`config.mk`:
```
export PLATFORM = sky130hd
export DESIGN_NAME = ped_request_unit
export DESIGN_NICKNAME = d
export VERILOG_FILES = /design/src/rtl/ped_request_unit.sv
export SDC_FILE = /design/constraint.sdc
export NUM_CORES = 1
export LEC_CHECK = 0
export BUFFER_PORTS_ARGS = -buffer_cell sky130_fd_sc_hd__buf_2
export CORE_MARGIN = 3
export CORE_UTILIZATION = 45
export CTS_BUF_LIST = sky130_fd_sc_hd__clkbuf_16
export CTS_CLUSTER_DIAMETER = 100
export DETAILED_ROUTE_END_ITERATION = 8
export PLACE_DENSITY = 0.65
export SLEW_MARGIN = 20
export SYNTH_ARGS = -nofsm -noshare
export SYNTH_HDL_FRONTEND = slang
export SYNTH_SLANG_ARGS = --single-unit
```
`constraint.sdc`:
```
create_clock -name clk -period 2.3 [get_ports clk]
set_input_delay 0.345 -clock clk [delete_from_list [all_inputs] [get_ports clk]]
set_output_delay 0.345 -clock clk [all_outputs]
set_load 0.03 [all_outputs]
```
`src/rtl/ped_request_unit.sv`:
```
// Pedestrian request unit: synchronises/debounces the kerb button, holds the request, times the WALK phase.
// Optional press counter output enabled by defining PED_PRESS_COUNT_EN.
module ped_request_unit #(
    parameter int DEBOUNCE_CYCLES = 4,
    parameter int WALK_CYCLES     = 8,
    parameter int CNT_W           = 4
) (
    input  logic             clk,
    input  logic             rst,
    input  logic             button_raw,
    input  logic             walk,
    output logic             pedestrian_button,
    output logic             wait_lamp,
    output logic             walk_lamp,
    output logic [CNT_W-1:0] walk_countdown
`ifdef PED_PRESS_COUNT_EN
    ,
    output logic [7:0]       press_count
`endif
);

    typedef enum logic [1:0] {
        IDLE    = 2'd0,
        REQUEST = 2'd1,
        WALKING = 2'd2
    } state_t;

    localparam logic [CNT_W-1:0] DEB_LAST  = CNT_W'(DEBOUNCE_CYCLES - 1);
    localparam logic [CNT_W-1:0] WALK_LOAD = CNT_W'(WALK_CYCLES - 1);

    logic             sync1;
    logic             sync2;
    logic             deb;
    logic [CNT_W-1:0] deb_cnt;
    logic             press_evt;

    state_t           state;
    state_t           state_nxt;
    logic [CNT_W-1:0] countdown;
    logic [CNT_W-1:0] countdown_nxt;
    logic             pending;
    logic             pending_nxt;

    always_ff @(posedge clk or posedge rst) begin
        if (rst) begin
            sync1   <= 1'b0;
            sync2   <= 1'b0;
            deb     <= 1'b0;
            deb_cnt <= '0;
        end else begin
            sync1 <= button_raw;
            sync2 <= sync1;
            if (sync2 != deb) begin
                if (deb_cnt == DEB_LAST) begin
                    deb     <= sync2;
                    deb_cnt <= '0;
                end else begin
                    deb_cnt <= deb_cnt + CNT_W'(1);
                end
            end else begin
                deb_cnt <= '0;
            end
        end
    end

    // Only the debounced rising edge is an event; releases are silent.
    assign press_evt = (deb_cnt == DEB_LAST) && sync2 && !deb;

    always_comb begin
        state_nxt     = state;
        countdown_nxt = countdown;
        pending_nxt   = pending;
        case (state)
            IDLE: begin
                if (press_evt) state_nxt = REQUEST;
            end
            REQUEST: begin
                if (walk) begin
                    state_nxt     = WALKING;
                    countdown_nxt = WALK_LOAD;
                end
            end
            WALKING: begin
                if (countdown == '0) begin
                    state_nxt   = (pending || press_evt) ? REQUEST : IDLE;
                    pending_nxt = 1'b0;
                end else begin
                    countdown_nxt = countdown - CNT_W'(1);
                    if (press_evt) pending_nxt = 1'b1;
                end
            end
            default: begin
                state_nxt     = IDLE;
                countdown_nxt = '0;
                pending_nxt   = 1'b0;
            end
        endcase
    end

    always_ff @(posedge clk or posedge rst) begin
        if (rst) begin
            state             <= IDLE;
            countdown         <= '0;
            pending           <= 1'b0;
            pedestrian_button <= 1'b0;
            wait_lamp         <= 1'b0;
            walk_lamp         <= 1'b0;
            walk_countdown    <= '0;
        end else begin
            state             <= state_nxt;
            countdown         <= countdown_nxt;
            pending           <= pending_nxt;
            pedestrian_button <= (state_nxt == REQUEST);
            wait_lamp         <= (state_nxt == REQUEST);
            walk_lamp         <= (state_nxt == WALKING);
            walk_countdown    <= (state_nxt == WALKING) ? countdown_nxt : '0;
        end
    end

`ifdef PED_PRESS_COUNT_EN
    logic accept;

    // A press counts only when it changes what the unit will do.
    assign accept = press_evt && ((state == IDLE) || ((state == WALKING) && !pending));

    always_ff @(posedge clk or posedge rst) begin
        if (rst) begin
            press_count <= 8'd0;
        end else if (accept && (press_count != 8'hFF)) begin
            press_count <= press_count + 8'd1;
        end
    end
`endif

endmodule

```
# Yosys cells after proc, flatten, opt, wreduce, memory -nomap -nowiden
# Cells that the tools add are included.
[word_totals]
ff_bits = 20
input_bits = 4
output_inout_bits = 7
wordCells = 43
[classes]
add_sub_neg = 2
eq_ne = 7
mux = 14
bitwise_logic = 1
reduce_logical = 9
[ops]
columns = ["cell", "n"]
rows = [
  ["$mux W4", 5],
  ["$pmux W4 S3", 1],
  ["$mux W2", 3],
  ["$pmux W2 S3", 1],
  ["$add A4 B1 Y4 const B", 1],
  ["$eq A2 B1 Y1 const B", 2],
  ["$eq A2 B2 Y1 const B", 2],
  ["$eq A4 B2 Y1 const B", 1],
  ["$logic_not A4 Y1", 1],
  ["$reduce_and A2 Y1", 2],
  ["$sub A4 B1 Y4 const B", 1],
  ["$mux W1", 3],
  ["$ne A3 B3 Y1 const B", 1],
  ["$logic_and A1 B1 Y1", 2],
  ["$logic_not A2 Y1", 1],
  ["$pmux W1 S2", 1],
  ["$reduce_or A2 Y1", 1],
  ["$logic_not A1 Y1", 1],
  ["$logic_or A1 B1 Y1", 1],
  ["$ne A1 B1 Y1", 1],
  ["$not A1 Y1", 1],
]

# Depth between registers and ports, before layout
[logic_depth]
depth_word = 9
ltp_mapped = 6
ltp_nobuf = 5

# Worst setup path after synthesis
# No wires, ideal clock.
[synth_path]
path_kind = "reg-to-reg"
from = "reg countdown[0]"
to = "reg countdown[0]"
setup_ps = 74
t_arrival_ps = 1459
t_required_ps = 2226
setup_slack_ps = 767
stages_incl_launch_ff = 7
n_path_buf = 1
synth_period_minus_slack_ps = 1533
cell_sequence = "dfrtp_1 -> inv_1 -> ha_1 -> or3b_1 -> buf_2 -> o32a_1 -> o21ai_2"
[synth_between]
elab_chain_len = 3
word_cells_on_any_way = 5
classes_between = "1 x add/sub; 3 x mux; 1 x reduce/logical"
[synth_lines]
columns = ["item", "line_no", "text"]
rows = [
  ["start: declaration", "39", "logic [CNT_W-1:0] countdown;"],
  ["start signal: assignment", "111", "countdown <= countdown_nxt;"],
  ["$sub A4 B1 Y4 or $logic_not A4 Y1 (tied branches)", "88, 84", ""],
  ["$mux W4", "84", "if (countdown == '0) begin"],
  ["$pmux W4 S3 *", "73", "case (state)"],
  ["named net countdown_nxt[0]", "40", "logic [CNT_W-1:0] countdown_nxt;"],
]
# The timed path passes the listed nets; every way through them passes the cells marked *.
# A chain may end at the register's enable or synchronous reset.

# Worst setup path after layout
# Same ends and word-level chain as after synthesis.

==> impl_metrics.csv <==
group,metric,value,unit
outcome,status,"completed",
placement,post-dp-hpwl,972,um
logic_synthesis,synth_ff_type,"dfrtp_1",
logic_synthesis,syn-instance-count,77,
logic_synthesis,avgSynthCellArea,11.4,sq um
global_routing,grt.busiest_layer,"met2",
critical_path,r2r_slack,0.67,ns
layout,multi_input_area,333,sq um
drt,drtAntennaViolNets,0,
timing,slew_violations,0,
logic_synthesis,netlist_area,878,sq um
floorplan,dieArea,2520,sq um
critical_path,critPathRequiredTime,2.48,ns
floorplan,start_util,49.3,%
layout,layout-drive-gt1-share,19.5,%
placement,place_inst,108,
global_routing,grt_pass1_vias,564,
critical_path,reg2reg_to,"countdown[0]$_DFF_PP0_",
cts,cts_resized,0,
critical_path,start_kind,"register",
timing,fmax,0.614,GHz
logic_synthesis,yosysTopAreaCellShare,57.0,%
logic_synthesis,yosysWarnings,0,
timing,fin_crit,1.63,ns
floorplan,die_w,50.2,um
cts,cts_hold_buf,0,
global_routing,grtUsageMet2,19.8,%
critical_path,r2r_start,"countdown[0]$_DFF_PP0_",
floorplan,die_h,50.2,um
logic_synthesis,synth_top_cell_by_area,"dfrtp_1",
global_routing,grt_use_total,13.6,%
cts,clock_sinks,20,
critical_path,worst-r2r-cell-count,5,
logic_synthesis,ys_async_sr_fraction,100,%
layout,finish.instance_area,1020,sq um
drt,first_pass_iters,4,
timing,setup_slack,0.672,ns
drt,drc,0,
drt,routed_via_density,5.28,
global_routing,use_met1,17.1,%
timing,rsz0062_at_grt,"false",
layout,final_cell_count_no_fill,112,
layout,n_antenna_cell,0,
placement,dpl_worst_slack,0.685,ns
power_and_ir_drop,vdd_ir_drop_max,0.000573,V
cts,clock_latency,0.25,ns
placement,port_buffers,10,
layout,regArea,500,sq um
floorplan,rows,15,
logic_synthesis,synth_edf_count,0,
cts,clk_pin_slew,0.05,ns
placement,dpl_cell_area,937,sq um
timing,worst_pin_slew,0.706,ns
cts,ctsLongestPathBuffers,2,
timing,maxSlewHeadroom,52.9,%
logic_synthesis,netlist_top_cells_count,"dfrtp_1, inv_1, nor2b_1",
cts,htreeDepth,1,
flow_run,maxCapViolations,0,
global_routing,grt-ovfl-total,0,
critical_path,crit_path_end_kind,"register",
placement,finalWeightedCongestion,0.766,
power_and_ir_drop,power.density,1270,nW/um^2
floorplan,core_area,1780,sq um
logic_synthesis,ys_types,32,
cts,post_cts_buffers,0,
global_routing,grt_max_degree,21,
critical_path,critical_path_arrival,1.81,ns
logic_synthesis,synth_most_common_cell,"dfrtp_1",
critical_path,crit_type,"register to register",
logic_synthesis,synth-seq-cells,20,
global_routing,met3_usage,3.86,%
floorplan,ios,11,
drt,wl,1.33,mm
timing,hold_viol,0,
timing,setup_violations,0,
global_routing,grt_pass1_wl,2.46,mm
cts,cts_tree,"built",
timing,fin_crit_sh,70.8,%
layout,syn_to_final_growth,15.7,%
cts,cts_buffers,3,
worst_hold_path,min_path_type,"input port to async pin",
layout,nNetsFinal,94,
logic_synthesis,seq_area_frac_synth,57.0,%
drt,drt_iter0_drc,11,
drt,vias,591,
logic_synthesis,syn-num-nets,83,
global_routing,antenna_found_initial,0,
drt,route.detailed.wl_per_inst,11.9,um
cts,cts-root-buf,"clkbuf_16",
critical_path,crit_path_max_fanout,7,
timing,final.setup.tns,0,ns
power_and_ir_drop,power_leakage,0.499,nW
logic_synthesis,netlist_top_cells_area,"dfrtp_1, ha_1, nor2b_1",
layout,fill_cells,159,
timing,skew,0.00231,ns
-- cell families (layout without fill, tap and decap cells) --
| family | count (synthesis) | count (layout) | synth area share (%) |
|---|---|---|---|
| compound gates | 19 | 19 | 15.1 |
| fa+ha+maj | 2 | 2 | 2.85 |
| mux | 2 | 2 | 2.56 |
| flops | 20 | 20 | 57.0 |
| simple gates | 21 | 21 | 14.4 |
| buf+inv | 10 | 20 | 5.13 |
| xor+xnor | 3 | 3 | 2.99 |
-- flip-flops by register name, summed over array words and instances (netlist names) --
name,count
pending,1
deb_cnt,4
sync1,1
deb,1
countdown,4
walk_countdown,4
sync2,1
wait_lamp,1
walk_lamp,1
state,2
-- power breakdown --
group,switching [mW],internal [mW]
logic,0.227,0.161
registers,0.0955,0.452
clock network,0.119,0.231
-- metrics by stage --
step                      total power, mW  hold WS (ns)  util, %
after floorplan                     0.861         0.309        -
after detailed placement            0.941         0.342     52.6
after global placement              0.936         0.337     52.6
after global routing                 1.38         0.191     57.0
final                                1.29         0.198     57.0
after CTS                            1.30         0.195     57.0
-- placed cells by master (no fill, tap or decap), drive strengths merged, types with 2 or more instances in the layout --
| cell | instances |
|---|---|
| a21o | 3 |
| a21oi | 3 |
| a31oi | 2 |
| buf | 10 |
| clkbuf | 3 |
| dfrtp | 20 |
| ha | 2 |
| inv | 6 |
| mux2 | 2 |
| nand2 | 3 |
| nand3 | 2 |
| nor2 | 3 |
| nor2b | 4 |
| nor3b | 2 |
| o21ai | 4 |
| o32ai | 2 |
| xor2 | 2 |
-- critical path, cell delays in order, from the launching register on --
cell	delay, ns
dfrtp_1	0.42
inv_1	0.09
ha_1	0.18
or3b_1	0.47
o32a_1	0.34
o21ai_2	0.05
-- routing by layer --
metal / vias to the layer above / part of all wire, %
li1: 292 / -
met1: 281 / 50
met2: 13 / 42
met3: 5 / 4.8
met4: 0 / 3.5
met5: - / 0
-- final cells by class --
| class | instances | share of cell area (%) |
|---|---|---|
| Clock inverter | 1 | 0.369 |
| Clock buffer | 3 | 7.39 |
| Timing Repair Buffer | 10 | 4.93 |
| Tap cell | 25 | 3.08 |
| Inverter | 6 | 2.22 |
| Multi-Input combinational cell | 47 | 32.8 |
| Sequential cell | 20 | 49.3 |
-- worst max path at each step --
stage / cells past startpoint / endpoint / from
detailed placement: 5 / countdown[0]$_DFF_PP0_ / countdown[0]$_DFF_PP0_
floorplan: 6 / countdown[0]$_DFF_PP0_ / countdown[0]$_DFF_PP0_
CTS: 5 / countdown[0]$_DFF_PP0_ / countdown[0]$_DFF_PP0_
global route: 5 / walk_countdown[0]$_DFF_PP0_ / countdown[0]$_DFF_PP0_
finish: 5 / countdown[0]$_DFF_PP0_ / countdown[0]$_DFF_PP0_
global placement: 5 / countdown[0]$_DFF_PP0_ / countdown[0]$_DFF_PP0_
Power figures use the tool's default switching activity.
